## config.mk

```make
export PLATFORM = sky130hd
export DESIGN_NAME = axis_skid_fifo
export DESIGN_NICKNAME = d
export VERILOG_FILES = /design/src/rtl/axis_skid_fifo.sv
export SDC_FILE = /design/constraint.sdc
export NUM_CORES = 1
export LEC_CHECK = 0
export ABC_AREA = 1
export ABC_CLOCK_PERIOD_IN_PS = 5500
export BUFFER_PORTS_ARGS = -buffer_cell sky130_fd_sc_hd__buf_2
export CORE_MARGIN = 2
export CORE_UTILIZATION = 51
export CTS_CLUSTER_SIZE = 40
export DETAILED_ROUTE_END_ITERATION = 8
export PLACE_DENSITY = 0.71
export SLEW_MARGIN = 20
export SYNTH_ARGS = -nofsm -noshare
export SYNTH_HDL_FRONTEND = slang
export SYNTH_SLANG_ARGS = --single-unit
```

## constraint.sdc

```tcl
create_clock -name aclk -period 5.5 [get_ports aclk]
set_input_delay 0.55 -clock aclk [delete_from_list [all_inputs] [get_ports aclk]]
set_output_delay 0.55 -clock aclk [all_outputs]
set_load 0.01 [all_outputs]
```

## src/rtl/axis_skid_fifo.sv

```systemverilog
// -----------------------------------------------------------------------------
// axis_skid_fifo
//
// DEPTH-entry elastic buffer for a valid/ready stream. Every handshake output
// is decoded from registers only. There is no combinational path from i_valid
// or o_ready to any output, so the producer and consumer sides are fully
// decoupled in timing. The buffer absorbs bursts of backpressure, reports its
// occupancy and an almost-full flag, and supports a synchronous flush.
//
// Parameters
//   WIDTH        payload width in bits (>= 1)
//   DEPTH        number of entries, a power of two (>= 2)
//   AFULL_LEVEL  occupancy at or above which o_almost_full asserts (1..DEPTH)
//
// Ports
//   aclk           in   clock, rising edge
//   aresetn        in   asynchronous active-low reset
//   i_valid        in   upstream beat valid
//   i_data         in   upstream payload [WIDTH-1:0]
//   i_ready        out  buffer can accept a beat (not full)
//   o_valid        out  downstream beat valid (not empty)
//   o_data         out  downstream payload [WIDTH-1:0], the head entry
//   o_ready        in   downstream accepts the beat
//   i_flush        in   synchronous clear of all stored beats
//   o_count        out  occupancy 0..DEPTH [$clog2(DEPTH):0]
//   o_almost_full  out  o_count >= AFULL_LEVEL
//   i_last         in   end-of-packet marker (only with SKID_FIFO_LAST_EN)
//   o_last         out  head entry's end-of-packet marker (only with
//                       SKID_FIFO_LAST_EN)
//
// Build option
//   SKID_FIFO_LAST_EN  When defined, each entry carries an extra last bit
//                      alongside the payload.
// -----------------------------------------------------------------------------
module axis_skid_fifo #(
   parameter int unsigned WIDTH       = 32,
   parameter int unsigned DEPTH       = 4,
   parameter int unsigned AFULL_LEVEL = DEPTH - 1
) (
   input  logic                     aclk,
   input  logic                     aresetn,
   input  logic                     i_valid,
   input  logic [WIDTH-1:0]         i_data,
   output logic                     i_ready,
   output logic                     o_valid,
   output logic [WIDTH-1:0]         o_data,
   input  logic                     o_ready,
`ifdef SKID_FIFO_LAST_EN
   input  logic                     i_last,
   output logic                     o_last,
`endif
   input  logic                     i_flush,
   output logic [$clog2(DEPTH):0]   o_count,
   output logic                     o_almost_full
);

   localparam int unsigned AW = $clog2(DEPTH);
   localparam int unsigned CW = AW + 1;
`ifdef SKID_FIFO_LAST_EN
   localparam int unsigned EW = WIDTH + 1;
`else
   localparam int unsigned EW = WIDTH;
`endif

   logic [EW-1:0] mem [DEPTH];
   logic [AW-1:0] wr_ptr;
   logic [AW-1:0] rd_ptr;
   logic [CW-1:0] count;
   logic [CW-1:0] count_nxt;
   logic [EW-1:0] entry_in;
   logic [EW-1:0] head;
   logic          push;
   logic          pop;

   // Handshake outputs are pure decodes of the registered count, so there
   // is no ready pass-through when full and no bypass when empty.
   assign i_ready       = (count != CW'(DEPTH));
   assign o_valid       = (count != '0);
   assign o_count       = count;
   assign o_almost_full = (count >= CW'(AFULL_LEVEL));

   assign push = i_valid & i_ready;
   assign pop  = o_valid & o_ready;

`ifdef SKID_FIFO_LAST_EN
   assign entry_in = {i_last, i_data};
`else
   assign entry_in = i_data;
`endif

   assign head   = mem[rd_ptr];
   assign o_data = head[WIDTH-1:0];
`ifdef SKID_FIFO_LAST_EN
   assign o_last = head[WIDTH];
`endif

   // NOTE: every signal written here gets a default first, so no path leaves it unassigned and no latch is inferred.
   always_comb begin
      count_nxt = count;
      unique case ({push, pop})
         2'b10:   count_nxt = count + CW'(1);
         2'b01:   count_nxt = count - CW'(1);
         default: count_nxt = count;
      endcase
   end

   // NOTE: state registers use non-blocking assignments so that all flops sample their old values on the same edge.
   always_ff @(posedge aclk or negedge aresetn) begin
      if (!aresetn) begin
         wr_ptr <= '0;
         rd_ptr <= '0;
         count  <= '0;
      end else if (i_flush) begin
         // Flush beats push and pop; a beat offered this cycle is dropped.
         wr_ptr <= '0;
         rd_ptr <= '0;
         count  <= '0;
      end else begin
         if (push) wr_ptr <= wr_ptr + AW'(1);
         if (pop)  rd_ptr <= rd_ptr + AW'(1);
         count <= count_nxt;
      end
   end

   // NOTE: storage is reset so that o_data reads 0 straight out of reset; a flush leaves the contents as they are.
   always_ff @(posedge aclk or negedge aresetn) begin
      if (!aresetn) begin
         for (int i = 0; i < int'(DEPTH); i++) mem[i] <= '0;
      end else if (push && !i_flush) begin
         mem[wr_ptr] <= entry_in;
      end
   end

endmodule
```

== Yosys cells after proc, flatten, opt, wreduce, memory -nomap -nowiden ==
Cells that the tools add are included.

* Register bits: 135
* Latch bits: 0
* Bits in writable memories: 0
* ROM bits: 0
* Input port bits: 37
* Output and inout bits: 38
* Memories: 0

* $add $sub $neg: 4
* $mul: 0
* Div/mod/pow operators: 0
* Magnitude comparators: 4
* Eq/ne operators: 3
* Shift operators: 0
* Mux-type cells: 12
* Bitwise operators: 4
* Reduce and logical (&&, ||, !) cells: 7

{| class="wikitable"
|+ Operators with widths
! operator !! number
|-
| bitwise mux 128 bit || 1
|-
| two-way mux 32 bit || 3
|-
| binary-select mux 32 bit (select 2 bit) || 1
|-
| demux 32 bit (select 2 bit) || 1
|-
| two-way mux 2 bit || 4
|-
| >= comparator 3 bit, second input constant || 2
|-
| inverter 2 -> 3 bit || 2
|-
| case mux 3 bit (2 select lines) || 1
|-
| nonzero test 3 bit || 2
|-
| adder 2 x 1 -> 2 bit, second input constant || 2
|-
| nonzero test 2 bit || 2
|-
| adder 3 x 1 -> 3 bit, second input constant || 1
|-
| >= comparator 3 x 2 -> 1 bit, second input constant || 1
|-
| < comparator 3 x 1 -> 1 bit, second input constant || 1
|-
| two-way mux 3 bit || 1
|-
| != test 3 bit, second input constant || 1
|-
| subtractor 3 x 1 -> 3 bit, second input constant || 1
|-
| AND 1 bit || 2
|-
| equality test 2 x 1 -> 1 bit, second input constant || 1
|-
| equality test 2 bit, second input constant || 1
|-
| logical AND 1 bit || 2
|-
| zero test 1 bit || 1
|}

== Logic depth before layout (Yosys ltp) ==
Gate-level depths: netlist (run 1).

* Depth in word-level cells: 6
* Gate-level depth with buffers: 13
* Mapped depth without buffers: 12

== Least setup slack after synthesis (run 1) ==
OpenSTA, ideal clock, no wires.

* Kind: register to register
* Start: register count[1] (netlist: o_count[1])
* End: register count[2] (netlist: o_count[2])
* Library setup time: 0.118 ns
* Arrival time: 1.897 ns
* Required time: 5.382 ns
* Slack: 3.485 ns
* Cell stages (with the launch flop): 13
* Path buffers: 0
* Period minus slack after synthesis: 2.015 ns
* Path through: dfrtp_1 -> nor2_2 -> nand2_1 -> nand2_1 -> inv_1 -> nand2_1 -> inv_1 -> fa_1 -> xor2_1 -> nand3_1 -> nand2_1 -> nand2_1 -> nand2_1

* Longest elaborated chain between the ends: 5

{| class="wikitable"
|+ RTL lines
! what !! RTL line !! source
|-
| start, declared || 68 || <nowiki>logic [CW-1:0] count;</nowiki>
|-
| start signal, assigned || 121 || <nowiki>count <= count_nxt;</nowiki>
|-
| nonzero test 3 bit (*) || 78 || <nowiki>assign o_valid = (count != '0);</nowiki>
|-
| via o_valid || 45 || <nowiki>output logic o_valid,</nowiki>
|-
| AND 1 bit (*) || 83 || <nowiki>assign pop = o_valid & o_ready;</nowiki>
|-
| equality test 2 x 1 -> 1 bit / equality test 2 bit (equally long branches) || 100 || <nowiki>unique case ({push, pop})</nowiki>
|-
| case mux 3 bit (2 select lines) || 100 ||
|-
| two-way mux 3 bit || 113 || <nowiki>end else if (i_flush) begin</nowiki>
|}

Mark *: on every way through the listed nets, which the timed path passes. The rest lies on a longest branch.
A chain may end at the register's enable or synchronous reset.

== Worst setup path after layout (run 1) ==
* Start: register rd_ptr[0]
* End: output o_data[27]

* Longest elaborated chain between the ends: 4

{| class="wikitable"
|+ RTL lines
! what !! RTL line !! source
|-
| start, declared || 67 || <nowiki>logic [AW-1:0] rd_ptr;</nowiki>
|-
| start signal, assigned || 120 || <nowiki>if (pop) rd_ptr <= rd_ptr + AW'(1);</nowiki>
|-
| inverter 2 -> 3 bit (not written as such) || 91 || <nowiki>assign head = mem[rd_ptr];</nowiki>
|-
| binary-select mux 32 bit (select 2 bit) || 91 ||
|-
| two-way mux 32 bit (not written as such) (2 in a row) || 91 ||
|-
| end, declared || 46 || <nowiki>output logic [WIDTH-1:0] o_data,</nowiki>
|}

No other way between the ends. The select of a mux whose other input is x is not followed.

==> metrics.cfg, run 1 <==
[global_routing]
pin_count_of_the_biggest_net_entering_global_routing = 82
grt.total_usage_pct = 23.3
grt_antenna_before_repair = 0
via_count_of_the_first_global_routing_pass = 4932
grt-ovfl-total = 0
grt_pass1_wl_mm = 24.0

[sta]
grt_setup_unrepaired = false
final-max-slew-violation-count = 0
final.setup.tns_ns = 0
post-route-period-util_pct = 59.0
report.final.hold_viol_count = 0
setup_viol_count_final = 0
clock_skew_ns = 0.00436
post-route-min-period_ns = 3.24
relSlewSlack_pct = 27.3
timing_worst_slew_pin_value_ns = 1.09
achievable-frequency_ghz = 0.308

[clock_network]
tritoncts = built
cts.clk_slew.worst_paths_ns = 0.06
postCtsResizedCells = 0
cts_inserted_buffers = 17
source_to_sink_clock_delay_at_the_later_pin_of_the_worst_skew_pair_ns = 0.41
clkSinkCount = 135
cts.root.buffer_cell = sky130_fd_sc_hd__clkbuf_16
cts_htree_levels = 4
clock_path_buffers = 2
post-cts-setup-buffer-count = 0
cts-hold-fix-buffers = 0

[power]
p_int_mw = 2.86
share_clk_of_total_power_pct = 30.2
ir_worst_vdd_mv = 0.291
power.share.sequential_pct = 38.4
totalPowerFinal_mw = 4.31
netSwitchingPower_mw = 1.45
power-per-cell-area_nw_per_um2 = 600
switching_share_pct = 33.7
leakage_nw = 3.61
power.combinational.fraction_pct = 31.4

[setup_path]
worst_path_largest_cell_delay_ns = 0.87
timing.reg2reg.setup_slack_ns = 3.35
critPathSlowestCell = sky130_fd_sc_hd__inv_2
cp_data_arrival_time_ns = 2.69
worst-path-buf-inv = 3
critPathTopFamily = buffers and inverters
startpoint_types = register
series_of_cell_instances_along_the_critical_path = buf_4 -> inv_2 -> o21ai_0 -> o22ai_1 -> buf_2
critical_path_peak_fanout = 67
timing.setup.critical_path_class = register to primary output
worst_setup_path_end_kind = primary output
worstPathRequired_ns = 4.95

[outcome]
status = complete, no violations

[route]
drt-total-wl_mm = 14.2
detailedRoute.firstIterationViolations = 390
post_drt_via_cell_ratio = 5.55
routedWlPerCell_um = 15.8
route.antenna.remaining_nets = 0
first_pass_iters = 5
post-route-drc-count = 0
num_vias = 4981

[logic_synthesis]
synthMuxAreaShare_pct = 0
synth-warning-count = 0
synth-compound-area-share_pct = 21.8
post_synth_and_or_nand_nor_area_fraction_pct = 14.8
synth_adder_area_share_pct = 1.12
postSynthAreaPerCell_sq_um = 9.15
synth_top_family_by_area = compound AO/OA/AOI/OAI gates
synth.cell_area_sq_um = 6270
synth.largest_area_cell = sky130_fd_sc_hd__dfrtp_1
synthesis.nets = 728
synth-xor-area-share_pct = 0.279
synth-seq-cells = 135
netlist.area_leader.share_pct = 53.8
synth_top_cells_by_area = sky130_fd_sc_hd__dfrtp_1, sky130_fd_sc_hd__nand2_1, sky130_fd_sc_hd__o21ai_2, sky130_fd_sc_hd__o21ai_1, sky130_fd_sc_hd__o21ai_0
synth_cell_types = 22
post_synth_inst_count = 686
yosysSeqAreaShare_pct = 53.8

[floorplan]
initial_utilization_pct = 52.2
die_area_sq_um = 13200
placement_rows = 40
die_width_um = 115
die_y_um = 115
core_sq_um = 12000
num_io_pins = 75

[placement]
gp_congestion = 0.807
numPortBuffers = 74
hpwl_reported_at_the_end_of_detailed_placement_mm = 7.97

[cells_and_area]
num-fill-cells = 1045
leading_cell_types_in_the_layout_fill_and_taps_excluded = sky130_fd_sc_hd__nand2_1, sky130_fd_sc_hd__dfrtp_1, sky130_fd_sc_hd__o21ai_1
layout-drive-gt1-share_pct = 22.0
final-seq-area_sq_um = 3380
area_growth_pct = 14.6
mostFrequentLayoutCell = sky130_fd_sc_hd__nand2_1
combined_area_of_the_multi_input_logic_cells_sq_um = 2380
num_antenna_cells = 0
layout.nets = 779
finish.utilization_pct = 59.8

[min_path]
min_path_type = input pin to asynchronous set/reset pin

[job]
maximum_capacitance_violations = 0

-- layout make-up --
type,count,area share (%)
inverters,42,2.19
repair buffers,77,5.55
multi-input cells,464,33.2
flip-flops and latches,135,47.0
clock inverters,8,2.65
clock buffers,24,6.84
well taps,147,2.56
-- power groups by stage --
| stage | Combinational, mW | Sequential (mW) | Clock [mW] |
|---|---|---|---|
| 2_1_floorplan | 0.980 | 1.60 | 0 |
| 3_3_place_gp | 1.30 | 1.64 | 0 |
| 3_5_place_dp | 1.35 | 1.66 | 0 |
| 4_1_cts | 1.37 | 1.65 | 1.32 |
| 5_1_grt | 1.54 | 1.71 | 1.37 |
| 6_report | 1.35 | 1.66 | 1.30 |
-- cells in the mapped netlist --
library cell               number
sky130_fd_sc_hd__nand2_4        5
sky130_fd_sc_hd__xor2_1         1
sky130_fd_sc_hd__inv_1         42
sky130_fd_sc_hd__o21ai_2       49
sky130_fd_sc_hd__nand2_2        1
sky130_fd_sc_hd__nand3_1        4
sky130_fd_sc_hd__a21oi_1        3
sky130_fd_sc_hd__nor2_1        66
sky130_fd_sc_hd__o21ai_0       66
sky130_fd_sc_hd__buf_6         24
sky130_fd_sc_hd__dfrtp_1      135
sky130_fd_sc_hd__nand2_1      147
sky130_fd_sc_hd__nor2_8         1
sky130_fd_sc_hd__ha_1           4
sky130_fd_sc_hd__o22ai_1       32
sky130_fd_sc_hd__xnor2_1        1
sky130_fd_sc_hd__fa_1           1
sky130_fd_sc_hd__nand4_1        3
sky130_fd_sc_hd__nor2_2         1
sky130_fd_sc_hd__buf_2          3
sky130_fd_sc_hd__clkbuf_1      18
sky130_fd_sc_hd__o21ai_1       79
-- registers in the layout (all words and copies together), names as in the netlist --
signal,flops
rd_ptr,2
o_count,3
wr_ptr,2
mem,128
-- kinds of logic after synthesis --
group,count (synthesis)
AO/OA/AOI/OAI,229
AND/OR/NAND/NOR,228
flip-flops,135
buffers and inverters,87
adder cells (fa/ha/maj),5
XOR/XNOR,2
-- worst reg2reg max path, delay by kind of cell (launching register included) --
| kind | cells | cell delay [ns] |
|---|---|---|
| flip-flops | 1 | 0.44 |
| XOR/XNOR | 1 | 0.18 |
| adder cells (fa/ha/maj) | 1 | 0.42 |
| AND/OR/NAND/NOR | 8 | 0.80 |
| buffers and inverters | 2 | 0.18 |
-- metal layers --
layer / global-route usage (%) / share of wire (%) / routed length, um / up-vias
met3: 4.69 / 4.4 / 629 / 18
met2: 37.6 / 50 / 7090 / 117
met5: 0 / 0 / 0 / -
li1: - / - / - / 2399
met4: 8.67 / 1.3 / 184 / 0
met1: 31.5 / 44 / 6300 / 2447
-- stage by stage --
| step | instances | hold WS, ns | instance area (sq um) | worst slack, ns |
|---|---|---|---|---|
| floorplan | 686 | 0.254 | 6270 | 3.49 |
| global placement | 865 | 0.459 | 6500 | 2.82 |
| detailed placement | 865 | 0.463 | 6500 | 2.76 |
| CTS | 897 | 0.207 | 7190 | 2.31 |
| global route | 897 | 0.250 | 7190 | 2.09 |
| finish | 897 | 0.177 | 7190 | 2.26 |
-- worst paths after layout --
path                            start          to  depth (start not counted)
min                           aresetn     mem[99]                          1
max                         rd_ptr[0]  o_data[27]                          5
min in group aclk          i_data[10]     mem[42]                          3
max reg2reg                o_count[1]  o_count[2]                         12
min reg2reg                   mem[91]     mem[91]                          2
max in group asynchronous     aresetn   rd_ptr[0]                          2
No activity file was read; power rests on OpenSTA's default activity.
==> inputs of run 2 (changes only) <==
- ABC_CLOCK_PERIOD_IN_PS: 5500 -> 2700
- PLACE_DENSITY: 0.71 -> 0.74
- clock period: 5.5 -> 2.7 ns (I/O delays scaled with it)
==> run 2 against run 1 <==
Largest power group unchanged. Critical path depth decreased by 1. Worst hold slack got worse by 0.019 ns. Global-route usage decreased by 0.96 points. Via count decreased by 1.2%. Critical endpoint is now o_data[29]. Die area unchanged. Register-to-register slack got worse by 2.7 ns. Clock power increased by 69%.
==> metrics.cfg, run 2 (synthesized netlist as in run 1, its figures left out) <==
[placement]
dp_worst_setup_slack_ns = 0.622  ; -2.14 ns
numPortBuffers = 74  ; unchanged
dp.cells = 868  ; +0.35%
hpwl_reported_at_the_end_of_detailed_placement_mm = 7.88  ; -1.2%
gp_congestion = 0.841  ; +4.3%

[setup_path]
timing.reg2reg.worst_path_depth = 12  ; unchanged
timing.reg2reg.setup_slack_ns = 0.62  ; -2.73 ns
series_of_cell_instances_along_the_critical_path = buf_4 -> o21ai_0 -> o22ai_1 -> buf_2
worstPathRequired_ns = 2.43  ; -2.52 ns
critical_path_peak_fanout = 66  ; -1.5%
timing.rr.start = o_count[1]
timing.setup.critical_path_class = register to primary output
critical_path_startpoint = rd_ptr[0]
worstSetupPathDepth = 4  ; -1
r2r-end = o_count[2]
worst-path-buf-inv = 2  ; -1
startpoint_types = register
worst_path_largest_cell_delay_ns = 0.55  ; -0.32 ns
worst_setup_path_end_kind = primary output
critPathTopFamily = buffers and inverters
cp_data_arrival_time_ns = 1.98  ; -0.71 ns
critPathSlowestCell = sky130_fd_sc_hd__buf_4

[route]
drt-total-wl_mm = 13.8  ; -2.8%
routedWlPerCell_um = 15.3  ; -3.2%
post_drt_via_cell_ratio = 5.46  ; -1.6%
route.antenna.remaining_nets = 0  ; unchanged
num_vias = 4922  ; -1.2%
post-route-drc-count = 0  ; unchanged
first_pass_iters = 5  ; unchanged
detailedRoute.firstIterationViolations = 413  ; +5.9%

[clock_network]
clkSinkCount = 135  ; unchanged
tritoncts = built
cts_htree_levels = 4  ; unchanged
clock_path_buffers = 2  ; unchanged
cts_inserted_buffers = 17  ; unchanged
postCtsResizedCells = 0  ; unchanged
cts.clk_slew.worst_paths_ns = 0.06  ; about the same
cts-hold-fix-buffers = 1  ; +1
post-cts-setup-buffer-count = 0  ; unchanged
source_to_sink_clock_delay_at_the_later_pin_of_the_worst_skew_pair_ns = 0.41  ; about the same
cts.root.buffer_cell = sky130_fd_sc_hd__clkbuf_16

[sta]
timing_worst_slew_pin_value_ns = 0.858  ; -0.231 ns
grt_setup_unrepaired = false
setup_slack_ns = 0.451  ; -1.81 ns
final.setup.tns_ns = 0  ; unchanged
relSlewSlack_pct = 42.8  ; +15 points
final-max-slew-violation-count = 0  ; unchanged
fin_worst_hold_slack_ns = 0.159  ; -0.0187 ns
clock_skew_ns = 0.00485  ; +0.000488 ns
achievable-frequency_ghz = 0.445
post-route-period-util_pct = 83.3
report.final.hold_viol_count = 0  ; unchanged
setup_viol_count_final = 0  ; unchanged
post-route-min-period_ns = 2.25

[cells_and_area]
layout.nets = 783  ; +0.51%
area_growth_pct = 13.7
registers.top_by_ff_count = mem
mostFrequentLayoutCell = sky130_fd_sc_hd__nand2_1
leading_cell_types_in_the_layout_fill_and_taps_excluded = sky130_fd_sc_hd__nand2_1, sky130_fd_sc_hd__dfrtp_1, sky130_fd_sc_hd__o21ai_1
layout-drive-gt1-share_pct = 22.4  ; +0.41 points
layoutNonFillerInstCount = 901  ; +0.45%
num_antenna_cells = 0  ; unchanged
combined_area_of_the_multi_input_logic_cells_sq_um = 2380  ; unchanged
final-seq-area_sq_um = 3380  ; unchanged
number_of_flip_flops_in_the_largest_register = 128  ; unchanged
num-fill-cells = 1016  ; -2.8%

[global_routing]
grt_antenna_before_repair = 0  ; unchanged
grt-ovfl-total = 0  ; unchanged
grt.total_usage_pct = 22.3  ; -0.96 points
pin_count_of_the_biggest_net_entering_global_routing = 81  ; -1.2%
grt_pass1_wl_mm = 23.1  ; -4.0%
via_count_of_the_first_global_routing_pass = 4832  ; -2.0%

[power]
p_int_mw = 5.40  ; +89%
power-per-cell-area_nw_per_um2 = 1170  ; +95%
power.combinational.fraction_pct = 33.2  ; +1.8 points
share_clk_of_total_power_pct = 26.4  ; -3.8 points
ir_worst_vdd_mv = 0.503  ; +73%
leakage_nw = 3.59  ; -0.63%
switching_share_pct = 35.2  ; +1.5 points
power.share.sequential_pct = 40.3  ; +1.9 points
netSwitchingPower_mw = 2.93  ; +100%

[floorplan]
die_width_um = 115  ; unchanged
initial_utilization_pct = 52.2  ; unchanged
num_io_pins = 75  ; unchanged
die_area_sq_um = 13200  ; unchanged
placement_rows = 40  ; unchanged
die_y_um = 115  ; unchanged
core_sq_um = 12000  ; unchanged

[min_path]
hold_start = i_data[7]
hold-path-endpoint = mem[39]
whs_path_depth = 3
min_path_type = input pin to register

[job]
maximum_capacitance_violations = 0  ; unchanged

[outcome]
status = complete, no violations

[run 2: changes by cell type in the layout (fill, tap and decap cells not counted), sizes merged]
| cell | delta |
|---|---|
| dlygate4sd3 | +1 |
| buf | +3 |
| clkinv | +3 |
| bufinv | -5 |
| clkinvlp | +2 |
[run 2: worst reg2reg max path, stage by stage (launching register included)]
cell and delay (ns):
sky130_fd_sc_hd__dfrtp_1 0.43, sky130_fd_sc_hd__nor2_2 0.18, sky130_fd_sc_hd__nand2_1 0.08, sky130_fd_sc_hd__nand2_1 0.12, sky130_fd_sc_hd__inv_1 0.09, sky130_fd_sc_hd__nand2_1 0.14, sky130_fd_sc_hd__inv_1 0.08, sky130_fd_sc_hd__fa_1 0.42
sky130_fd_sc_hd__xor2_1 0.18, sky130_fd_sc_hd__nand3_1 0.09, sky130_fd_sc_hd__nand2_1 0.06, sky130_fd_sc_hd__nand2_1 0.05, sky130_fd_sc_hd__nand2_1 0.05
[run 2: per-layer routing]
| layer | vias to the layer above | GRT usage [%] | part of all wire, % |
|---|---|---|---|
| met4 | 0 | 5.70 | 1.1 |
| met2 | 123 | 37.1 | 50 |
| met3 | 16 | 5.90 | 4.5 |
| met5 | - | 0 | 0 |
| met1 | 2390 | 29.5 | 44 |
| li1 | 2393 | - | - |
[run 2: how the worst max path moves through the flow]
stage,to
2_1_floorplan,o_count[2]
3_3_place_gp,o_count[2]
3_5_place_dp,o_count[2]
4_1_cts,o_data[28]
5_1_grt,o_data[28]
6_report,o_data[29]
[run 2: area by class of cell]
class,instances,share of cell area (%)
inverters,42,2.21
clock inverters,8,0.982
flip-flops and latches,135,47.4
multi-input cells,464,33.4
well taps,147,2.58
repair buffers,81,6.40
clock buffers,24,7.03
[run 2: stage by stage]
stage	util (%)	total power [mW]	instance area [sq um]
2_1_floorplan	-	5.26	6270
3_3_place_gp	54.6	6.01	6550
3_5_place_dp	54.6	6.15	6550
4_1_cts	59.4	8.38	7130
5_1_grt	59.4	8.94	7130
6_report	59.4	8.33	7130
[run 2: power groups by stage]
| stage | logic, mW | registers, mW | clock network [mW] |
|---|---|---|---|
| after floorplan | 2.00 | 3.27 | 0 |
| after global placement | 2.68 | 3.33 | 0 |
| after detailed placement | 2.77 | 3.38 | 0 |
| after CTS | 2.79 | 3.36 | 2.23 |
| after global routing | 3.14 | 3.47 | 2.33 |
| final | 2.77 | 3.36 | 2.20 |
==> inputs of run 3 (changes only) <==
- ABC_CLOCK_PERIOD_IN_PS: 2700 -> 2200
- PLACE_DENSITY: 0.74 -> 0.71
- clock period: 2.7 -> 2.2 ns (I/O delays scaled with it)
==> run 3 against run 2 <==
Cell area grew 2.3%. Worst hold slack got worse by 0.058 ns. Via count is 1.0% higher. Count of clock-buffer cells in the layout fell by 2. Sequential power rose by 23%. Wire length up 1.7%. Global-route usage is 0.79 points higher. Sequential share of layout area decreased by 1.0 points. Register-to-register slack lost 0.39 ns. Combinational power grew 25%. Critical endpoint is now o_data[23].
==> metrics.cfg, run 3 (synthesized netlist as in run 1, its figures left out) <==
[setup_path]
startpoint_types = register
critPathSlowestCell = sky130_fd_sc_hd__buf_4
worstPathRequired_ns = 1.98  ; -0.45 ns
worst_path_largest_cell_delay_ns = 0.42  ; -0.13 ns
worst-path-buf-inv = 2  ; unchanged
critical_path_peak_fanout = 44  ; -33%
timing.setup.critical_path_class = register to primary output
worst_setup_path_end_kind = primary output
critPathTopFamily = buffers and inverters
cp_data_arrival_time_ns = 1.82  ; -0.16 ns
series_of_cell_instances_along_the_critical_path = buf_4 -> o21ai_0 -> o22ai_1 -> buf_2

[global_routing]
grt-ovfl-total = 0  ; unchanged
grt_pass1_wl_mm = 23.5  ; +1.9%
grt_antenna_before_repair = 0  ; unchanged
pin_count_of_the_biggest_net_entering_global_routing = 64  ; -21%
via_count_of_the_first_global_routing_pass = 4851  ; +0.39%
grt.total_usage_pct = 23.1  ; +0.79 points

[sta]
post-route-min-period_ns = 2.04
post-route-period-util_pct = 92.7
achievable-frequency_ghz = 0.490
final-max-slew-violation-count = 0  ; unchanged
final.setup.tns_ns = 0  ; unchanged
report.final.hold_viol_count = 0  ; unchanged
setup_viol_count_final = 0  ; unchanged
relSlewSlack_pct = 60.8  ; +18 points
grt_setup_unrepaired = false
setup_slack_ns = 0.160  ; -0.290 ns
clock_skew_ns = 0.00709  ; +0.00224 ns
timing_worst_slew_pin_value_ns = 0.588  ; -0.270 ns

[min_path]
min_path_type = input pin to register

[placement]
hpwl_reported_at_the_end_of_detailed_placement_mm = 8.52  ; +8.2%
dp_worst_setup_slack_ns = 0.130  ; -0.492 ns
gp_congestion = 0.816  ; -3.0%
numPortBuffers = 74  ; unchanged

[clock_network]
cts.clk_slew.worst_paths_ns = 0.06  ; about the same
cts_htree_levels = 4  ; unchanged
cts_inserted_buffers = 17  ; unchanged
clkSinkCount = 135  ; unchanged
source_to_sink_clock_delay_at_the_later_pin_of_the_worst_skew_pair_ns = 0.42  ; about the same
cts.root.buffer_cell = sky130_fd_sc_hd__clkbuf_16
clock_path_buffers = 2  ; unchanged
tritoncts = built
post-cts-setup-buffer-count = 0  ; unchanged

[cells_and_area]
leading_cell_types_in_the_layout_fill_and_taps_excluded = sky130_fd_sc_hd__nand2_1, sky130_fd_sc_hd__dfrtp_1, sky130_fd_sc_hd__o21ai_1
number_of_flip_flops_in_the_largest_register = 128  ; unchanged
num_antenna_cells = 0  ; unchanged
layout-drive-gt1-share_pct = 24.3  ; +1.9 points
registers.top_by_ff_count = mem
area_growth_pct = 16.3
layout.nets = 795  ; +1.5%
mostFrequentLayoutCell = sky130_fd_sc_hd__nand2_1

[floorplan]
core_sq_um = 12000  ; unchanged
initial_utilization_pct = 52.2  ; unchanged
die_area_sq_um = 13200  ; unchanged
die_y_um = 115  ; unchanged
placement_rows = 40  ; unchanged
num_io_pins = 75  ; unchanged
die_width_um = 115  ; unchanged

[route]
post-route-drc-count = 0  ; unchanged
route.antenna.remaining_nets = 0  ; unchanged
detailedRoute.firstIterationViolations = 349  ; -15%
routedWlPerCell_um = 15.4  ; +0.45%
num_vias = 4972  ; +1.0%
post_drt_via_cell_ratio = 5.45  ; -0.20%
first_pass_iters = 5  ; unchanged
drt-total-wl_mm = 14.0  ; +1.7%

[outcome]
status = complete, no violations

[power]
ir_worst_vdd_mv = 0.654  ; +30%
leakage_nw = 3.67  ; +2.2%
power-per-cell-area_nw_per_um2 = 1430  ; +23%

[job]
maximum_capacitance_violations = 0  ; unchanged

-- run 3: changes by cell type in the layout (fill, tap and decap cells not counted), moves of 2 or more --
| cell | before | now |
|---|---|---|
| sky130_fd_sc_hd__clkinvlp_4 | 2 | 0 |
| sky130_fd_sc_hd__dfrtp_2 | 1 | 4 |
| sky130_fd_sc_hd__dfrtp_1 | 134 | 131 |
| sky130_fd_sc_hd__bufinv_16 | 1 | 3 |
| sky130_fd_sc_hd__clkbuf_8 | 5 | 3 |
| sky130_fd_sc_hd__buf_4 | 4 | 14 |
| sky130_fd_sc_hd__buf_12 | 2 | 4 |
-- run 3: area by class of cell --
cell class | count | area [sq um]
Tap cell | 147 | 184
Multi-Input combinational cell | 464 | 2400
Clock buffer | 22 | 474
Inverter | 42 | 158
Sequential cell | 135 | 3380
Timing Repair Buffer | 93 | 572
Clock inverter | 9 | 124
Fill cell | 994 | 4710
-- run 3: timing repair --
action / CTS / global route
hold endpoints to repair: 60 / 0
gates resized for setup: 0 / 7
endpoints found under the setup margin: 0 / 1
hold buffers: 1 / 0
-- run 3: worst min-delay path, cell delays in order --
cell and delay, ns:
sky130_fd_sc_hd__buf_2 0.07, sky130_fd_sc_hd__inv_1 0.06, sky130_fd_sc_hd__o21ai_2 0.13
-- run 3: power by group --
group	leakage [nW]	switching (mW)	internal, mW	total (mW)
Clock	0.299	0.994	1.86	2.85
Sequential	1.73	0.583	3.56	4.14
Combinational	1.64	2.03	1.44	3.47
Total	3.67	3.61	6.85	10.5
-- run 3: through the flow --
| step | cells | hold slack, ns | total power, mW | util, % | cell area (sq um) |
|---|---|---|---|---|---|
| detailed placement | 880 | 0.248 | 7.60 | 55.5 | 6670 |
| floorplan | 686 | -0.0756 | 6.46 | - | 6270 |
| finish | 912 | 0.101 | 10.5 | 60.8 | 7300 |
| global placement | 880 | 0.238 | 7.44 | 55.5 | 6670 |
| CTS | 912 | 0.0884 | 10.5 | 60.6 | 7280 |
| global route | 912 | 0.110 | 11.2 | 60.8 | 7300 |
-- run 3: path summary, 6_finish.rpt --
check	cells after the start	to	slack, ns	start
max	4	o_data[23]	0.16	rd_ptr[0]
min	3	mem[92]	0.10	i_data[28]
max reg2reg	12	o_count[2]	0.23	o_count[2]
min reg2reg	2	mem[38]	0.47	mem[38]
max in group asynchronous	3	o_count[1]	1.18	aresetn
min in group asynchronous	2	mem[0]	0.34	aresetn
-- run 3: per-layer routing --
metal	global-route usage, %	share of wire [%]	vias to the layer above	routed length, um
met1	30.2	44	2394	6120
met3	5.48	4.5	28	633
met5	0	0	-	0
met4	10.7	2.3	0	321
li1	-	-	2423	-
met2	36.9	50	127	6960
